File: config.mk
export PLATFORM = sky130hd
export DESIGN_NAME = millis_alarm_flat
export DESIGN_NICKNAME = d
export VERILOG_FILES = /design/src/rtl/millis_alarm_if.sv /design/src/rtl/millis_alarm.sv /design/src/flat_wrapper.sv
export SDC_FILE = /design/constraint.sdc
export NUM_CORES = 1
export LEC_CHECK = 0
export ABC_AREA = 1
export BUFFER_PORTS_ARGS = -buffer_cell sky130_fd_sc_hd__buf_2
export CAP_MARGIN = 10
export CELL_PAD_IN_SITES_DETAIL_PLACEMENT = 0
export CELL_PAD_IN_SITES_GLOBAL_PLACEMENT = 1
export CORE_MARGIN = 2
export CORE_UTILIZATION = 41
export DETAILED_ROUTE_END_ITERATION = 8
export PLACE_DENSITY = 0.88
export SLEW_MARGIN = 5
export SYNTH_ARGS = -nofsm -noshare
export SYNTH_HDL_FRONTEND = slang
export SYNTH_SLANG_ARGS = --single-unit
File: constraint.sdc
create_clock -name clk_25_mhz -period 3 [get_ports clk_25_mhz]
set_input_delay 0.3 -clock clk_25_mhz [delete_from_list [all_inputs] [get_ports clk_25_mhz]]
set_output_delay 0.3 -clock clk_25_mhz [all_outputs]
set_load 0.005 [all_outputs]
File: src/rtl/millis_alarm_if.sv
// Data-bus bundle between the core's MMIO decoder and the millisecond alarm.
// The core drives the request side; the peripheral returns read data and its
// interrupt level.
interface millis_alarm_if;
    logic        sel;
    logic [3:0]  addr;
    logic        we;
    logic [31:0] wdata;
    logic [31:0] rdata;
    logic        irq;

    modport master (
        output sel,
        output addr,
        output we,
        output wdata,
        input  rdata,
        input  irq
    );

    modport slave (
        input  sel,
        input  addr,
        input  we,
        input  wdata,
        output rdata,
        output irq
    );
endinterface

File: src/rtl/millis_alarm.sv
// Millisecond alarm peripheral: software arms one-shot or periodic deadlines
// against the system millis count and receives a level interrupt when a
// deadline is reached. Reads are combinational, writes land on the clock edge.
module millis_alarm #(
    parameter int OVR_W = 8
) (
    input  logic           clk_25_mhz,
    input  logic           rst,
    input  logic [31:0]    millis,
    millis_alarm_if.slave  bus
);

    localparam logic [0:0] ST_IDLE  = 1'b0;
    localparam logic [0:0] ST_ARMED = 1'b1;

    localparam logic [1:0] REG_CTRL     = 2'd0;
    localparam logic [1:0] REG_INTERVAL = 2'd1;
    localparam logic [1:0] REG_STATUS   = 2'd2;
    localparam logic [1:0] REG_TARGET   = 2'd3;

    logic [0:0]       state;
    logic             ctrl_en;
    logic             ctrl_periodic;
    logic             ctrl_ie;
    logic [31:0]      interval;
    logic [31:0]      target;
    logic             fired;
    logic [OVR_W-1:0] ovr;

    logic             wr_access;
    logic             ctrl_wr;
    logic             interval_wr;
    logic             status_clr;
    logic [31:0]      since_target;
    logic             fire;
    logic [31:0]      reload_step;

    assign wr_access   = bus.sel && bus.we;
    assign ctrl_wr     = wr_access && (bus.addr[3:2] == REG_CTRL);
    assign interval_wr = wr_access && (bus.addr[3:2] == REG_INTERVAL);
    assign status_clr  = wr_access && (bus.addr[3:2] == REG_STATUS) && bus.wdata[0];

    // Wrap-safe reach test: the sign of (millis - target) tells whether the
    // deadline is at or behind us. A CTRL write in the same cycle takes
    // priority over a fire.
    assign since_target = millis - target;
    assign fire         = (state == ST_ARMED) && !since_target[31] && !ctrl_wr;

    // A zero interval in periodic mode would never advance, so step by 1 ms.
    assign reload_step  = (interval == 32'd0) ? 32'd1 : interval;

    // Control bits, arm/disarm state and deadline tracking.
    always_ff @(posedge clk_25_mhz) begin
        if (rst) begin
            state         <= ST_IDLE;
            ctrl_en       <= 1'b0;
            ctrl_periodic <= 1'b0;
            ctrl_ie       <= 1'b0;
            target        <= 32'd0;
        end else if (ctrl_wr) begin
            ctrl_en       <= bus.wdata[0];
            ctrl_periodic <= bus.wdata[1];
            ctrl_ie       <= bus.wdata[2];
            if (bus.wdata[0]) begin
                target <= millis + interval;
                state  <= ST_ARMED;
            end else begin
                state  <= ST_IDLE;
            end
        end else if (fire) begin
            if (ctrl_periodic) begin
                target <= target + reload_step;
            end else begin
                ctrl_en <= 1'b0;
                state   <= ST_IDLE;
            end
        end
    end

    // Interval register; a new value is only picked up at the next arm or reload.
    always_ff @(posedge clk_25_mhz) begin
        if (rst) begin
            interval <= 32'd0;
        end else if (interval_wr) begin
            interval <= bus.wdata;
        end
    end

    // FIRED flag and saturating missed-event counter; a fire beats a clear.
    always_ff @(posedge clk_25_mhz) begin
        if (rst) begin
            fired <= 1'b0;
            ovr   <= '0;
        end else if (status_clr) begin
            fired <= fire;
            ovr   <= '0;
        end else if (fire) begin
            fired <= 1'b1;
            if (fired && (ovr != {OVR_W{1'b1}})) begin
                ovr <= ovr + 1'b1;
            end
        end
    end

    // Combinational register read mux, silent when not selected.
    always_comb begin
        bus.rdata = 32'd0;
        if (bus.sel) begin
            case (bus.addr[3:2])
                REG_CTRL: begin
                    bus.rdata[0] = ctrl_en;
                    bus.rdata[1] = ctrl_periodic;
                    bus.rdata[2] = ctrl_ie;
                end
                REG_INTERVAL: bus.rdata = interval;
                REG_STATUS: begin
                    bus.rdata[0]          = fired;
                    bus.rdata[1]          = (state == ST_ARMED);
                    bus.rdata[8 +: OVR_W] = ovr;
                end
                REG_TARGET: bus.rdata = target;
                default:    bus.rdata = 32'd0;
            endcase
        end
    end

    assign bus.irq = fired & ctrl_ie;

endmodule

File: src/flat_wrapper.sv
// flat-port wrapper written by rule: the top's interface ports become plain ports
module millis_alarm_flat 
#(
    parameter int OVR_W = 8
)
  (clk_25_mhz, rst, millis, bus_sel, bus_addr, bus_we, bus_wdata, bus_rdata, bus_irq);
  millis_alarm_if bus_i ();
  input  logic clk_25_mhz;
  input  logic rst;
  input  logic [31:0] millis;
  input wire logic [$bits(bus_i.sel)-1:0] bus_sel;
  input wire logic [$bits(bus_i.addr)-1:0] bus_addr;
  input wire logic [$bits(bus_i.we)-1:0] bus_we;
  input wire logic [$bits(bus_i.wdata)-1:0] bus_wdata;
  output wire logic [$bits(bus_i.rdata)-1:0] bus_rdata;
  output wire logic [$bits(bus_i.irq)-1:0] bus_irq;
  assign bus_i.sel = bus_sel;
  assign bus_i.addr = bus_addr;
  assign bus_i.we = bus_we;
  assign bus_i.wdata = bus_wdata;
  assign bus_rdata = bus_i.rdata;
  assign bus_irq = bus_i.irq;
  millis_alarm #(.OVR_W(OVR_W)) u_core (.clk_25_mhz(clk_25_mhz), .rst(rst), .millis(millis), .bus(bus_i));
endmodule
==> flow_summary.yaml, run 1 <==
sta:
  fin_skew_ns: 0.0115
  relSlewSlack_pct: 41.8
  setup-tns-final_ns: 0
  hold_viol: 0
  setup_viol: 0
  final.min_clock_period_ns: 2.81
  max_clock_freq_ghz: 0.355
  worst_pin_slew_ns: 0.873
  drv_slew: 0
  finalCritPeriodShare_pct: 93.8
detailed_routing:
  drc: 0
  dr.pass1.iters: 5
  avgRoutedWirePerCell_um: 17.4
  wirelength_um: 34000
  vias: 10414
  ant_nets: 0
  drt_iter0_markers: 859
  viasPerCell: 5.34
setup_path:
  cp_slowest_cell: "dfxtp_1"
  worstPathCellList: "nor4_2, nand4_1, o21bai_1, ha_2, fa_2, nand3_1, nand2_2, buf_4, nand3_1, nand3_2, nand4_1, nand2_1, nand2_1, nand3_1, nand2_1, nor2_1, nor2_1"
  worstSetupPathType: "reg2reg"
  cp-end-kind: "flop"
  worstPathRequired_ns: 3.24
  cp.arrival_ns: 3.06
  max_stage_delay_ns: 0.32
  critPathLaunchType: "flop"
  path_max_fanout: 3
  crit_buf_inv: 1
  path_delay_family: "simple AND/OR/NAND/NOR gates"
global_routing:
  grt_max_degree: 67
  overflow: 0
  grt_pass1_wl_um: 52200
  grt_use_total_pct: 29.8
  grt_pass1_vias: 9712
  antenna_found_initial: 0
die:
  io_pins: 105
  fp.dieW_um: 152
  die_area_mm2: 0.0230
  initial_core_util_pct: 41.3
  die-height_um: 152
  num_rows: 54
  core_area_mm2: 0.0216
logic_synthesis:
  synth.most_common_cell: "nand2_1"
  synthFlopType: "dfxtp_1"
  synthTopCellsByCount: "428 x nand2_1, 238 x nor2_1, 191 x inv_1, 131 x a21oi_1, 108 x nand3_1"
  async_reset_ff_share_pct: 0
  synthDistinctLibCells: 39
  ys_seq_area_share_pct: 17.0
  syn_inst: 1576
  avgSynthCellArea_um2: 5.67
  syn-num-nets: 1743
  synth_warnings: 0
  synth_edf_count: 0
  yosysTopAreaCellShare_pct: 18.0
  ys_seq_elements: 76
  syn_area_mm2: 0.00893
  synth_area_leaders: "nand2_1 18%, dfxtp_1 17%, ha_1 13%"
  yosys.area.top_type: "nand2_1"
flow_run:
  drv_cap: 0
finish:
  area_growth_pct: 14.1
  drive_gt1_share_pct: 11.6
  nNetsFinal: 1832
  fillers: 2399
  num_antenna_cells: 0
  final_core_util_pct: 47.1
  multiInputGateArea_mm2: 0.00644
  final_area_mm2: 0.0102
  seq_area_mm2: 0.00152
clock_network:
  clock_latency_ns: 0.35
  clkTransAtPathRegs_ns: 0.07
  htree_levels: 3
  cts_tree: "yes"
  clock_sinks: 76
  clockRootBuffer: "clkbuf_16"
  clk_path_buf_depth: 2
  numCtsBuffers: 9
placed_design:
  placed_cell_area_mm2: 0.00983
  dp_hpwl_um: 27800
  io_buffer_count: 102
  gp_congestion: 0.966
power_and_ir_drop:
  vdd_ir_drop_max_mv: 0.278
  power_density_mw_per_mm2: 293
  power.static_leakage_uw: 0.00536
  p_total_uw: 2980
min_path:
  hp-class: "in2reg"
outcome:
  status: "completed"
flip-flops by register name (all words and copies together) (netlist names):
name                  count
u_core.ctrl_en            1
u_core.ctrl_ie            1
u_core.ctrl_periodic      1
u_core.fired              1
u_core.interval          32
u_core.ovr                8
u_core.target            32
layer usage:
layer | track usage, % | share of wire, %
met5 | 0 | 0
met4 | 13.1 | 4.6
met3 | 4.01 | 5.9
met2 | 51.4 | 47
met1 | 37.0 | 43
through the flow:
stage               hold slack [ns]  setup slack (ns)  std cells
global placement              0.466             0.146       1934
CTS                           0.160             0.114       1949
floorplan                     0.369             0.680       1576
global route                  0.179           -0.0173       1949
finish                        0.169             0.186       1949
detailed placement            0.470             0.123       1934
cell type report:
| cell class | instances | area share, % |
|---|---|---|
| inverter | 195 | 7.23 |
| clock inverter | 6 | 0.872 |
| timing repair buffer | 144 | 8.10 |
| sequential | 76 | 14.9 |
| clock buffer | 9 | 2.21 |
| tap | 280 | 3.44 |
| multi-input combinational | 1239 | 63.2 |
layout by cell type (no fill, tap or decap), types with 6 or more instances in the layout:
| cell | Yosys | routed |
|---|---|---|
| nor3_1 | 17 | 17 |
| nor4_1 | 9 | 7 |
| nand4_1 | 26 | 26 |
| a21o_1 | 8 | 8 |
| a21oi_1 | 131 | 131 |
| nor2_1 | 238 | 236 |
| o21bai_1 | 6 | 6 |
| xnor2_1 | 9 | 9 |
| buf_4 | 1 | 42 |
| buf_2 | 11 | 102 |
| nor2_2 | 6 | 8 |
| nand3_1 | 108 | 105 |
| clkbuf_16 | 0 | 9 |
| dfxtp_1 | 76 | 75 |
| o21ai_0 | 102 | 102 |
| ha_1 | 93 | 92 |
| nand3b_1 | 10 | 10 |
| xor2_1 | 13 | 13 |
| nand2_2 | 2 | 7 |
| nand2_1 | 428 | 423 |
| inv_1 | 191 | 190 |
worst paths after layout:
kind / startpoint / endpoint / slack, ns / depth (start not counted)
hold / removal: rst / u_core.ctrl_en / 0.17 / 2
setup reg to reg: u_core.interval[25] / u_core.target[28] / 0.19 / 17
hold reg to reg: u_core.ovr[3] / u_core.ovr[3] / 0.48 / 2
setup / recovery: u_core.interval[25] / u_core.target[28] / 0.19 / 17
report_power, final:
part	switching, uW	leakage [uW]	total, uW	internal [uW]
Clock	472	0.000148	1200	726
Combinational	472	0.00460	725	254
Sequential	24.7	0.000616	1060	1040
logic make-up (layout without fill, tap and decap cells):
logic type | Yosys count | count (layout) | synth area share (%)
AO/OA/AOI/OAI | 270 | 270 | 16.1
XOR/XNOR | 22 | 22 | 2.16
adder cells (fa/ha/maj) | 95 | 95 | 13.5
buffers and inverters | 261 | 354 | 11.5
flip-flops | 76 | 76 | 17.0
AND/OR/NAND/NOR | 852 | 852 | 39.7
repair_timing:
| action | 4_1_cts | 5_1_grt |
|---|---|---|
| gates resized for setup | 0 | 14 |
| buffers inserted | 0 | 0 |
| hold buffers | 0 | 0 |
| endpoints found under the setup margin | 0 | 18 |
(Power assumes the default switching activity.)
==> run 2: changes to the inputs <==
Settings changed: CORE_ASPECT_RATIO set to 2.
Clock period 3 ns to 2.77 ns, I/O delays scaled along.
==> run 2 against run 1 <==
Against the previous run:
- clock skew grew 0.0013 ns
- the flow now finishes with violations (negative setup slack)
- critical path type unchanged
- critical path depth grew 1
- sequential power grew 8%
- combinational power grew 19%
==> flow_summary.yaml, run 2 (synthesized netlist as in run 1, its figures left out) <==
outcome:
  status: "finished, violations left"
  violations: "negative setup slack"
sta:
  setup-tns-final_ns: -0.00408
  setup_viol: 1
  grt_setup_unrepaired: "yes"
  worst_slack_ns: -0.00408
  drv_slew: 0
  fin_skew_ns: 0.0129
  final.min_clock_period_ns: 2.77
  hold_ws_ns: 0.120
  finalCritPeriodShare_pct: 100
  relSlewSlack_pct: 42.2
  hold_viol: 0
  worst_pin_slew_ns: 0.866
  max_clock_freq_ghz: 0.360
die:
  num_rows: 76
  core_area_mm2: 0.0215
  die_area_mm2: 0.0231
  io_pins: 105
  initial_core_util_pct: 41.6
  die-height_um: 213
  fp.dieW_um: 108
setup_path:
  worstPathRequired_ns: 3.03
  crit_buf_inv: 1
  worstSetupPathType: "reg2reg"
  critPathLaunchType: "flop"
  cp-end-kind: "flop"
  cp_slowest_cell: "dfxtp_2"
  path_max_fanout: 3
  worstPathCellList: "nor4_4, nand4_1, o21bai_1, ha_2, fa_2, nand3_2, nand2_2, nand3_2, nand2_2, nand2_1, nand2_2, a21oi_1, o21ai_1, nand2_1, inv_1, nand2_1, nand2_1, nor2_1"
  cp.arrival_ns: 3.03
  path_delay_family: "simple AND/OR/NAND/NOR gates"
  max_stage_delay_ns: 0.33
  crit_top_cell: "nand2_1"
detailed_routing:
  drt_iter0_markers: 657
  ant_nets: 0
  viasPerCell: 5.44
  vias: 10811
  drc: 0
  wirelength_um: 39500
  dr.pass1.iters: 6
  avgRoutedWirePerCell_um: 19.9
global_routing:
  overflow: 0
  grt_use_total_pct: 34.7
  grt_pass1_vias: 10596
  grt_max_degree: 67
  antenna_found_initial: 0
  grt_pass1_wl_um: 58300
placed_design:
  pre_cts_ws_ns: -0.0594
  io_buffer_count: 102
  dp_hpwl_um: 32300
  placed_cells: 1964
  gp_congestion: 1.02
clock_network:
  clk_path_buf_depth: 2
  postCtsHoldBufs: 0
  clkTransAtPathRegs_ns: 0.06
  clock_sinks: 76
  clockRootBuffer: "clkbuf_16"
  htree_levels: 3
  clock_latency_ns: 0.37
  cts_tree: "yes"
  numCtsBuffers: 9
power_and_ir_drop:
  vdd_ir_drop_max_mv: 0.274
  power.static_leakage_uw: 0.00563
  power_density_mw_per_mm2: 322
finish:
  num_antenna_cells: 0
  layout_commonest_cell: "nand2_1"
  fillers: 2456
  stdcell_count: 1986
  seq_area_mm2: 0.00152
  nNetsFinal: 1875
  final_cell_mix: "416 x nand2_1, 235 x nor2_1, 190 x inv_1, 131 x a21oi_1, 102 x buf_2"
  area_growth_pct: 19.8
  top_regs: "u_core.interval: 32 flops, u_core.target: 32 flops, u_core.ovr: 8 flops"
  multiInputGateArea_mm2: 0.00658
  final_core_util_pct: 49.8
  drive_gt1_share_pct: 15.2
min_path:
  hp-class: "in2reg"
flow_run:
  drv_cap: 0
[run 2: where the power goes]
part           internal [uW]  total, uW  leakage (uW)  switching [uW]
Sequential              1120       1150      0.000617            24.9
Combinational            305        863       0.00484             558
Clock                    928       1440      0.000173             508
[run 2: worst paths after layout]
path         slack (ns)                 to  depth (start not counted)                start
max              -0.004  u_core.target[10]                         18  u_core.interval[30]
min                0.12     u_core.ctrl_en                          2                  rst
max reg2reg      -0.004  u_core.target[10]                         18  u_core.interval[30]
min reg2reg        0.48      u_core.ovr[3]                          2        u_core.ovr[3]
[run 2: what timing repair did]
action	in CTS	in global routing
gates resized for setup	5	43
endpoints found under the setup margin	4	25
buffers inserted	0	6
pin swaps	1	17
[run 2: through the flow]
step / total power [uW] / cell area (um2)
after floorplan: 1660 / 8930
after global placement: 1990 / 10100
after detailed placement: 2000 / 10100
after CTS: 3430 / 10500
after global routing: 3580 / 10700
final: 3450 / 10700
[run 2: cell type report]
class	count	area share, %
sequential	76	14.2
clock inverter	4	0.889
timing repair buffer	187	10.9
inverter	195	6.89
tap	273	3.19
multi-input combinational	1239	61.5
clock buffer	12	2.40
[run 2: per-layer routing]
layer | vias to the layer above | global-route usage (%) | share of wire [%]
met5 | - | 0 | 0
met4 | 0 | 40.8 | 14
met3 | 204 | 5.07 | 4.9
met2 | 446 | 61.3 | 49
met1 | 4785 | 30.2 | 32
li1 | 5376 | - | -
==> run 3: changes to the inputs <==
Settings changed: ABC_AREA 1 to not set, CORE_UTILIZATION 41 to 43.
==> run 3 against run 2 <==
Against the previous run:
- the flow still finishes with violations (negative setup slack)
- synthesized area decreased by 10%
- sequential share of layout area decreased by 0.83 points
- clock skew increased by 0.0034 ns
- synthesized cell count decreased by 30%
- largest cell class unchanged
- highest routed layer unchanged
==> flow_summary.yaml, run 3 <==
setup_path:
  critPathLaunchType: "flop"
  cp.arrival_ns: 3.45
  cp-end-kind: "flop"
  path_max_fanout: 3
  worstPathRequired_ns: 3.00
  worstSetupPathType: "reg2reg"
finish:
  final_area_mm2: 0.0116
  area_growth_pct: 45.1
  final_cell_mix: "219 x buf_4, 146 x nand2_1, 102 x buf_2, 93 x a21oi_1, 90 x nor2_1"
  top_regs: "u_core.interval: 32 flops, u_core.target: 32 flops, u_core.ovr: 8 flops"
  layout_commonest_cell: "buf_4"
  drive_gt1_share_pct: 38.7
  nNetsFinal: 1549
  final_core_util_pct: 63.5
  num_antenna_cells: 0
power_and_ir_drop:
  power_density_mw_per_mm2: 279
  vdd_ir_drop_max_mv: 0.268
  p_total_uw: 3240
  power.static_leakage_uw: 0.00533
clock_network:
  htree_levels: 3
  clkTransAtPathRegs_ns: 0.06
  postCtsHoldBufs: 0
  clock_sinks: 76
  clock_latency_ns: 0.37
  clockRootBuffer: "clkbuf_16"
  clk_path_buf_depth: 2
  numCtsBuffers: 9
  cts_tree: "yes"
flow_run:
  drv_cap: 0
logic_synthesis:
  ys_seq_area_share_pct: 19.0
  syn-num-nets: 1273
  synth_edf_count: 0
  yosysTopAreaCellShare_pct: 19.0
  yosys.area.top_type: "dfxtp_1"
  ys_seq_elements: 76
  synthFlopType: "dfxtp_1"
  async_reset_ff_share_pct: 0
  syn_inst: 1106
  synth_warnings: 0
  syn_area_mm2: 0.00801
  synth.most_common_cell: "nand2_1"
  synthDistinctLibCells: 71
  synthTopCellsByCount: "151 x nand2_1, 115 x a21oi_1, 97 x nor2_1, 93 x ha_1, 76 x dfxtp_1"
  synth_area_leaders: "dfxtp_1 19%, ha_1 15%, a21oi_1 7.2%"
  avgSynthCellArea_um2: 7.24
die:
  die-height_um: 197
  die_area_mm2: 0.0198
  num_rows: 70
  core_area_mm2: 0.0183
  io_pins: 105
  fp.dieW_um: 101
  initial_core_util_pct: 43.8
sta:
  hold_viol: 0
  final.min_clock_period_ns: 3.23
  drv_slew: 0
  max_clock_freq_ghz: 0.310
  worst_slack_ns: -0.459
  relSlewSlack_pct: 41.9
  finalCritPeriodShare_pct: 117
  grt_setup_unrepaired: "yes"
  fin_skew_ns: 0.0162
  setup_viol: 40
  worst_pin_slew_ns: 0.871
detailed_routing:
  drc: 0
  ant_nets: 0
  dr.pass1.iters: 6
  viasPerCell: 6.05
  drt_iter0_markers: 505
  avgRoutedWirePerCell_um: 21.4
  wirelength_um: 34400
  vias: 9705
global_routing:
  grt_max_degree: 66
  antenna_found_initial: 0
  grt_use_total_pct: 34.5
  grt_pass1_vias: 9826
  overflow: 0
  grt_pass1_wl_um: 51300
placed_design:
  placed_cell_area_mm2: 0.0101
  io_buffer_count: 102
  gp_congestion: 1.02
  dp_hpwl_um: 26100
min_path:
  hp-class: "in2reg"
outcome:
  status: "finished, violations left"
  violations: "negative setup slack"
## run 3: metal layers
layer,GRT usage [%],vias up,share of wire [%]
li1,-,4540,-
met5,0,-,0
met3,3.54,177,3.6
met2,63.8,378,53
met4,34.6,0,12
met1,30.5,4610,32
## run 3: critical path, stage by stage, from the launching register on
cell,delay (ns)
dfxtp_2,0.32
nor4_2,0.26
buf_4,0.19
nand4_1,0.16
o21bai_1,0.20
ha_2,0.21
fa_2,0.23
a211oi_4,0.08
o21ai_2,0.21
a32oi_4,0.16
o21ai_2,0.20
a41oi_2,0.17
o211ai_1,0.27
xnor2_1,0.12
o311ai_1,0.27
a21oi_1,0.06
## run 3: path summary, 6_finish.rpt
| kind | start | end | slack, ns | cells past startpoint |
|---|---|---|---|---|
| setup / recovery | u_core.interval[19] | u_core.target[28] | -0.46 | 15 |
| hold / removal | bus_wdata[27] | u_core.interval[27] | 0.16 | 3 |
| setup reg to reg | u_core.interval[19] | u_core.target[28] | -0.46 | 15 |
| hold reg to reg | u_core.ctrl_ie | u_core.ctrl_ie | 0.49 | 2 |
## run 3: logic make-up (layout without fill, tap and decap cells)
| logic type | count (synthesis) | after routing | share of synthesized area [%] |
|---|---|---|---|
| AO/OA/AOI/OAI | 342 | 342 | 27.6 |
| XOR/XNOR | 43 | 43 | 4.70 |
| adder cells (fa/ha/maj) | 95 | 95 | 15.0 |
| buffers and inverters | 130 | 411 | 6.71 |
| flip-flops | 76 | 76 | 19.0 |
| multiplexers | 35 | 35 | 4.83 |
| AND/OR/NAND/NOR | 385 | 385 | 22.1 |
## run 3: area by class of cell
type,instances,area [um2]
clock buffers,11,243
clock inverters,5,60.1
fillers,1587,6680
inverters,52,195
multi-input cells,900,6830
flip-flops and latches,76,1560
well taps,216,270
repair buffers,343,2460
## run 3: per-stage QoR
stage	std cells	hold WS [ns]	setup slack, ns	setup TNS (ns)
after detailed placement	1552	0.472	-0.546	-15.84
final	1603	0.155	-0.459	-9.75
after global routing	1603	0.157	-0.645	-13.15
after floorplan	1106	0.413	-0.0173	-0.0173
after CTS	1586	0.154	-0.375	-5.03
after global placement	1552	0.452	-0.506	-13.51
## run 3: what timing repair did
action	CTS	global route
resized for setup	135	81
setup endpoints to repair	41	41
pin swaps	48	59
gates cloned	2	0
setup buffers	18	20
hold endpoints to repair	0	0
## run 3: report_power, final
part	switching (uW)	internal (uW)	leakage, uW	total, uW
Combinational	464	378	0.00456	843
Sequential	19.7	1110	0.000628	1130
Clock	537	727	0.000146	1260
